`src/rtl/mealy_seq_detector_if.sv`:
```
// Serial detector port bundle: sampler side drives en/clear/w, status side reads z, z_q, fill and count.
interface mealy_seq_detector_if #(
  parameter int PATTERN_LEN = 3,
  parameter int COUNT_W     = 8
);
  localparam int FILL_W = $clog2(PATTERN_LEN);

  logic               en;
  logic               clear;
  logic               w;
  logic               z;
  logic               z_q;
  logic [FILL_W-1:0]  fill;
  logic [COUNT_W-1:0] count;

  modport master (output en, clear, w, input z, z_q, fill, count);
  modport slave  (input en, clear, w, output z, z_q, fill, count);
endinterface

```
`src/rtl/mealy_seq_detector.sv`:
```
// Parametrised serial Mealy pattern detector with combinational and registered match
// outputs, history fill level and a saturating match counter.
module mealy_seq_detector #(
  parameter int                     PATTERN_LEN = 3,
  parameter logic [PATTERN_LEN-1:0] PATTERN     = 3'b101,
  parameter bit                     OVERLAP     = 1'b1,
  parameter int                     COUNT_W     = 8
) (
  input  logic                 clk,
  input  logic                 reset_n,
  mealy_seq_detector_if.slave  bus
);
  localparam int HW = PATTERN_LEN - 1;
  localparam int FW = $clog2(PATTERN_LEN);

  logic [HW-1:0]          hist;
  logic [FW-1:0]          fill_r;
  logic [COUNT_W-1:0]     cnt_r;
  logic                   zq_r;
  logic [PATTERN_LEN-1:0] cand;
  logic                   full;
  logic                   match;

  // hist[0] is the most recently accepted bit, so the incoming bit lands at the LSB
  assign cand  = {hist, bus.w};
  assign full  = (fill_r == FW'(HW));
  assign match = bus.en & ~bus.clear & full & (cand == PATTERN);

  always_ff @(posedge clk or negedge reset_n) begin
    if (!reset_n) begin
      hist   <= '0;
      fill_r <= '0;
      cnt_r  <= '0;
      zq_r   <= 1'b0;
    end else begin
      zq_r <= match;
      if (bus.clear) begin
        hist   <= '0;
        fill_r <= '0;
        cnt_r  <= '0;
      end else if (bus.en) begin
        // non-overlapping mode restarts the search from an empty history
        if (match && !OVERLAP) begin
          hist   <= '0;
          fill_r <= '0;
        end else begin
          hist <= cand[HW-1:0];
          if (!full) fill_r <= fill_r + 1'b1;
        end
        if (match && (cnt_r != '1)) cnt_r <= cnt_r + 1'b1;
      end
    end
  end

  assign bus.z     = match;
  assign bus.z_q   = zq_r;
  assign bus.fill  = fill_r;
  assign bus.count = cnt_r;
endmodule

```
`src/flat_wrapper.sv`:
```
// flat-port wrapper written by rule: the top's interface ports become plain ports
module mealy_seq_detector_flat 
#(
  parameter int                     PATTERN_LEN = 3,
  parameter logic [PATTERN_LEN-1:0] PATTERN     = 3'b101,
  parameter bit                     OVERLAP     = 1'b1,
  parameter int                     COUNT_W     = 8
)
  (clk, reset_n, bus_en, bus_clear, bus_w, bus_z, bus_z_q, bus_fill, bus_count);
  mealy_seq_detector_if #(.PATTERN_LEN(PATTERN_LEN), .COUNT_W(COUNT_W)) bus_i ();
  input  logic clk;
  input  logic reset_n;
  input wire logic [$bits(bus_i.en)-1:0] bus_en;
  input wire logic [$bits(bus_i.clear)-1:0] bus_clear;
  input wire logic [$bits(bus_i.w)-1:0] bus_w;
  output wire logic [$bits(bus_i.z)-1:0] bus_z;
  output wire logic [$bits(bus_i.z_q)-1:0] bus_z_q;
  output wire logic [$bits(bus_i.fill)-1:0] bus_fill;
  output wire logic [$bits(bus_i.count)-1:0] bus_count;
  assign bus_i.en = bus_en;
  assign bus_i.clear = bus_clear;
  assign bus_i.w = bus_w;
  assign bus_z = bus_i.z;
  assign bus_z_q = bus_i.z_q;
  assign bus_fill = bus_i.fill;
  assign bus_count = bus_i.count;
  mealy_seq_detector #(.PATTERN_LEN(PATTERN_LEN), .PATTERN(PATTERN), .OVERLAP(OVERLAP), .COUNT_W(COUNT_W)) u_core (.clk(clk), .reset_n(reset_n), .bus(bus_i));
endmodule
```
`config.mk`:
```
export PLATFORM = sky130hd
export DESIGN_NAME = mealy_seq_detector_flat
export DESIGN_NICKNAME = d
export VERILOG_FILES = /design/src/rtl/mealy_seq_detector_if.sv /design/src/rtl/mealy_seq_detector.sv /design/src/flat_wrapper.sv
export SDC_FILE = /design/constraint.sdc
export NUM_CORES = 1
export LEC_CHECK = 0
export BUFFER_PORTS_ARGS = -buffer_cell sky130_fd_sc_hd__buf_2
export CORE_AREA = 2 2 39 41
export CTS_BUF_LIST = sky130_fd_sc_hd__clkbuf_8 sky130_fd_sc_hd__clkbuf_16
export DETAILED_ROUTE_END_ITERATION = 10
export DIE_AREA = 0 0 41 43
export GPL_TIMING_DRIVEN = 0
export PLACE_DENSITY_LB_ADDON = 0.12
export RECOVER_POWER = 25
export SLEW_MARGIN = 20
export SYNTH_ARGS = -nofsm -noshare
export SYNTH_HDL_FRONTEND = slang
export SYNTH_SLANG_ARGS = --single-unit
```
`constraint.sdc`:
```
create_clock -name clk -period 2.6 [get_ports clk]
set_input_delay 0.39 -clock clk [delete_from_list [all_inputs] [get_ports clk]]
set_output_delay 0.39 -clock clk [all_outputs]
set_load 0.02 [all_outputs]
```
* Yosys cells after proc, flatten, opt, wreduce, memory -nomap -nowiden
Index checks and enable logic that the tools add are counted.
** Storage, ports and cells
- Register bits after elaboration :: 13
- Input bits :: 5
- Output and inout bits :: 12
- Word-level logic and storage cells :: 27
** Cells by class
- $add $sub $neg :: 2
- Eq/ne operators :: 4
- Multiplexer cells :: 8
- Bitwise operators :: 4
- Reduce and logical (&&, ||, !) cells :: 5
** Operator list (count)
- $mux W8 :: 3
- $mux W2 :: 5
- $add A8 B1 Y8 const B :: 1
- $ne A8 B8 Y1 const B :: 1
- $reduce_and A2 Y1 :: 2
- $reduce_bool A2 Y1 :: 2
- $and A1 B1 Y1 :: 3
- $eq A3 B3 Y1 const B :: 1
- $add A2 B1 Y2 const B :: 1
- $eq A2 B2 Y1 const B :: 1
- $ne A2 B2 Y1 const B :: 1
- $logic_and A1 B1 Y1 :: 1
- $not A1 Y1 :: 1

* Logic depth before layout (Yosys ltp)
- Depth in word-level cells :: 8
- Gate-level depth with buffers :: 8

* Least setup slack after synthesis
No wires, ideal clock.
- Path type :: register to output
- Start point :: register u_core.fill_r[0] (netlist: u_core.bus.fill[0])
- End point :: output port bus_z
- Arrival :: 1370 ps
- Data required time :: 2210 ps
- Setup slack :: 840 ps
- Stages on the path, launching flop included :: 7
- Cells stage by stage :: dfrtp_1 inv_1 ha_1 and4bb_1 nand3_2 buf_2 inv_1
** Between the ends
- Cells in the longest elaborated chain, start to end :: 3
** RTL lines
- from (decl) :: RTL line mealy_seq_detector.sv:17 : logic [FW-1:0] fill_r;
- from (signal assigned) :: RTL line mealy_seq_detector.sv:48 : if (!full) fill_r <= fill_r + 1'b1;
- $eq A2 B2 Y1 :: RTL line mealy_seq_detector.sv:26 : assign full = (fill_r == FW'(HW));
- $and A1 B1 Y1 (2 in a row) :: RTL line mealy_seq_detector.sv:27 : assign match = bus.en & ~bus.clear & full & (cand == PATTERN);
- to (decl) :: RTL line flat_wrapper.sv:16 : output wire logic [$bits(bus_i.z)-1:0] bus_z;
Every way passes these cells.

* Worst setup path after layout
Same ends and word-level chain as after synthesis.

==> results.sh <==
export IMPL_cts_root_buf="clkbuf_8"
export IMPL_htreeDepth=1
export IMPL_synth_edff_count=0
export IMPL_grt_pass1_vias=529
export IMPL_reg2reg_to="u_core.bus.count[5]$_DFFE_PN0P_"
export IMPL_clkTransAtPathRegs_ps=50
export IMPL_worstPathRequired_ps=2210
export IMPL_synth_top_area_share_pct=46.59
export IMPL_finalHoldViolCount=0
export IMPL_maxUsedRoutingLayer="met3"
export IMPL_yosysMostFrequentCell="dfrtp_1"
export IMPL_worstPathBufferInverterCount=4
export IMPL_slew_headroom_pct=54.00
export IMPL_fillers=127
export IMPL_grt_max_degree=14
export IMPL_cts_tree="yes"
export IMPL_syn_instance_count=69
export IMPL_rows=14
export IMPL_dr_pass1_iters=3
export IMPL_grt_total_usage_pct=19.00
export IMPL_antenna_found_initial=0
export IMPL_initial_core_util_pct=50.45
export IMPL_worst_path_max_fanout=10
export IMPL_final_max_slew_viol_count=0
export IMPL_postCtsHoldBufs=0
export IMPL_swShare_pct=21.63
export IMPL_synthTopCellsByCount="dfrtp_1, nor2_1, a21oi_1, nand3_1"
export IMPL_finalCritPeriodShare_pct=80.78
export IMPL_clock_power_share_pct=40.5
export IMPL_cap_violations=0
export IMPL_cts_inserted_buffers=3
export IMPL_final_setup_worst_slack_ps=499.7
export IMPL_dp_hpwl_um=1006
export IMPL_post_place_cells=101
export IMPL_cp_start_kind="flip-flop"
export IMPL_multi_input_area_um2=334.1
export IMPL_yosys_warnings=0
export IMPL_powerDensity_nw_per_um2=492.5
export IMPL_cts_sinks=13
export IMPL_finalSetupTns_ps=0
export IMPL_place_ws_ps=729.6
export IMPL_r2r_start="u_core.bus.count[0]$_DFFE_PN0P_"
export IMPL_coreArea_um2=1384
export IMPL_wl_met2_um=617
export IMPL_antennaDiodeCount=0
export IMPL_path_delay_family="buffers and inverters"
export IMPL_cts_resized=0
export IMPL_cp_cell_sequence="inv_1, ha_1, and4bb_1, nand3_2, buf_2, inv_1, buf_2"
export IMPL_slowest_delay_ps=370
export IMPL_area_growth_pct=20.61
export IMPL_ant_nets=0
export IMPL_post_cts_buffers=0
export IMPL_worst_path_max_delay_cell="dfrtp_1"
export IMPL_routed_via_density=5.629
export IMPL_reg2reg_depth=6
export IMPL_r2r_setup_slack_ps=830
export IMPL_regArea_um2=325.3
export IMPL_yosys_top_cells_area="dfrtp_1, o211ai_1, o31ai_1"
export IMPL_die_area_um2=1763
export IMPL_ios=17
export IMPL_wl_per_cell_um=12.36
export IMPL_fp_dieW_um=41
export IMPL_ys_flop_type="dfrtp_1"
export IMPL_combinationalPowerShare_pct=8.7
export IMPL_avgSynthCellArea_um2=10.12
export IMPL_hold_class="input pin to asynchronous set/reset pin"
export IMPL_synthArstFlopShare_pct=100.0
export IMPL_synth_top_area_cell="dfrtp_1"
export IMPL_wl_met1_um=621
export IMPL_period_minus_slack_ps=2100
export IMPL_tightest_slew_ps=690.0
export IMPL_setup_violations_final=0
export IMPL_whs_ps=169.3
export IMPL_layout_nets=97
export IMPL_fmax_mhz=476.1
export IMPL_rsz0062_at_grt="no"
export IMPL_leakage_nw=0.4146
export IMPL_grt_overflow_total=0
export IMPL_cp_arrival_ps=1710
export IMPL_endpoint_kind="output port"
export IMPL_io_buffer_count=16
export IMPL_status="finished clean"
export IMPL_route_met3_wl_um=59
export IMPL_power_frac_seq_pct=50.7
export IMPL_place_gp_congestion=0.7974
export IMPL_power_mw=0.4147
export IMPL_dr_total_vias=591
export IMPL_clock_skew_ps=4.459
export IMPL_ys_types=26
export IMPL_netlist_area_um2=698.2
export IMPL_ir_worst_vdd_v=0.0003287
export IMPL_ys_seq_elements=13
export IMPL_intPower_mw=0.3250
export IMPL_p_sw_mw=0.08973
export IMPL_drc=0
export IMPL_instances_no_fill=105
export IMPL_criticalPathCategory="flip-flop to output port"
export IMPL_drive_above_1_share_pct=26.97
export IMPL_synth_nets=76
export IMPL_cts_path_max_buffers=2
export IMPL_first_iter_violations=16
export IMPL_grt_pass1_wl_um=2242
export IMPL_clk_latency_ps=240
export IMPL_crit_start="u_core.bus.fill[0]$_DFFE_PN0P_"
export IMPL_ys_seq_area_share_pct=46.59
export IMPL_die_h_um=43
export IMPL_wl_um=1298
-- through the flow --
step	utilization (%)	area, µm²
after floorplan	-	698.2
after global placement	57.69	798.3
after detailed placement	57.69	798.3
after CTS	60.94	843.3
after global routing	60.85	842.1
final	60.85	842.1
-- power by group through the flow --
stage / sequential (mW) / clock [mW] / combinational, mW
3_3_place_gp: 0.214 / 0 / 0.0366
2_1_floorplan: 0.219 / 0 / 0.0173
4_1_cts: 0.211 / 0.173 / 0.0376
3_5_place_dp: 0.214 / 0 / 0.0373
6_report: 0.210 / 0.168 / 0.0363
5_1_grt: 0.211 / 0.189 / 0.0425
-- metal layers --
layer  up-vias  track usage, %
met3         0           7.853
met2        11           25.31
met4         0           6.000
met5         -               0
met1       282           27.55
li1        298               -
-- flip-flops by register name, indices dropped and copies added (netlist names) --
name and cells:
u_core.bus.count 8, u_core.bus.z_q 1, u_core.bus.fill 2, u_core.hist 2
-- cell usage in the layout (no fill, tap or decap) --
master,synthesis,final
nand3b_1,3,3
xnor2_1,1,1
buf_2,1,16
nand2b_1,1,1
mux2i_1,2,2
dfrtp_1,13,13
nand4_1,1,1
o31ai_1,4,4
mux2_2,1,1
nor2b_1,1,1
inv_1,3,4
buf_4,1,1
a21oi_1,5,5
nor2_1,7,7
nand3_1,5,5
and4_1,1,1
nor3_2,1,1
clkbuf_1,1,2
buf_6,1,1
or4_1,4,4
nand3_2,1,1
clkbuf_8,0,3
o41ai_1,1,1
ha_1,2,2
o211ai_1,4,4
and4bb_1,1,1
nand2_1,3,3
-- worst max path at each step --
stage / to / slack [ps] / cells past startpoint
after floorplan: bus_z / 840 / 6
after global routing: bus_z / 350 / 7
after detailed placement: bus_z / 730 / 7
after CTS: bus_z / 470 / 7
final: bus_z / 500 / 7
after global placement: bus_z / 740 / 7
-- cell type report --
type                            instances  area share, %
Inverter                                3          1.337
Buffer                                  4          3.269
Multi-Input combinational cell         49          39.67
Timing Repair Buffer                   16          9.361
Sequential cell                        13          38.63
Clock inverter                          1         0.4458
Tap cell                               16          2.377
Clock buffer                            3          4.903
-- cells by family after synthesis --
logic type	after synthesis	synth area share, %
muxes	3	4.480
AOI/OAI and AO/OA	14	13.44
DFF	13	46.59
buffers and inverters	7	5.555
and+or+nand+nor	29	25.09
adders and majority gates	2	3.584
xor gates and xnor gates	1	1.255
No activity file was read; power rests on OpenSTA's default activity.
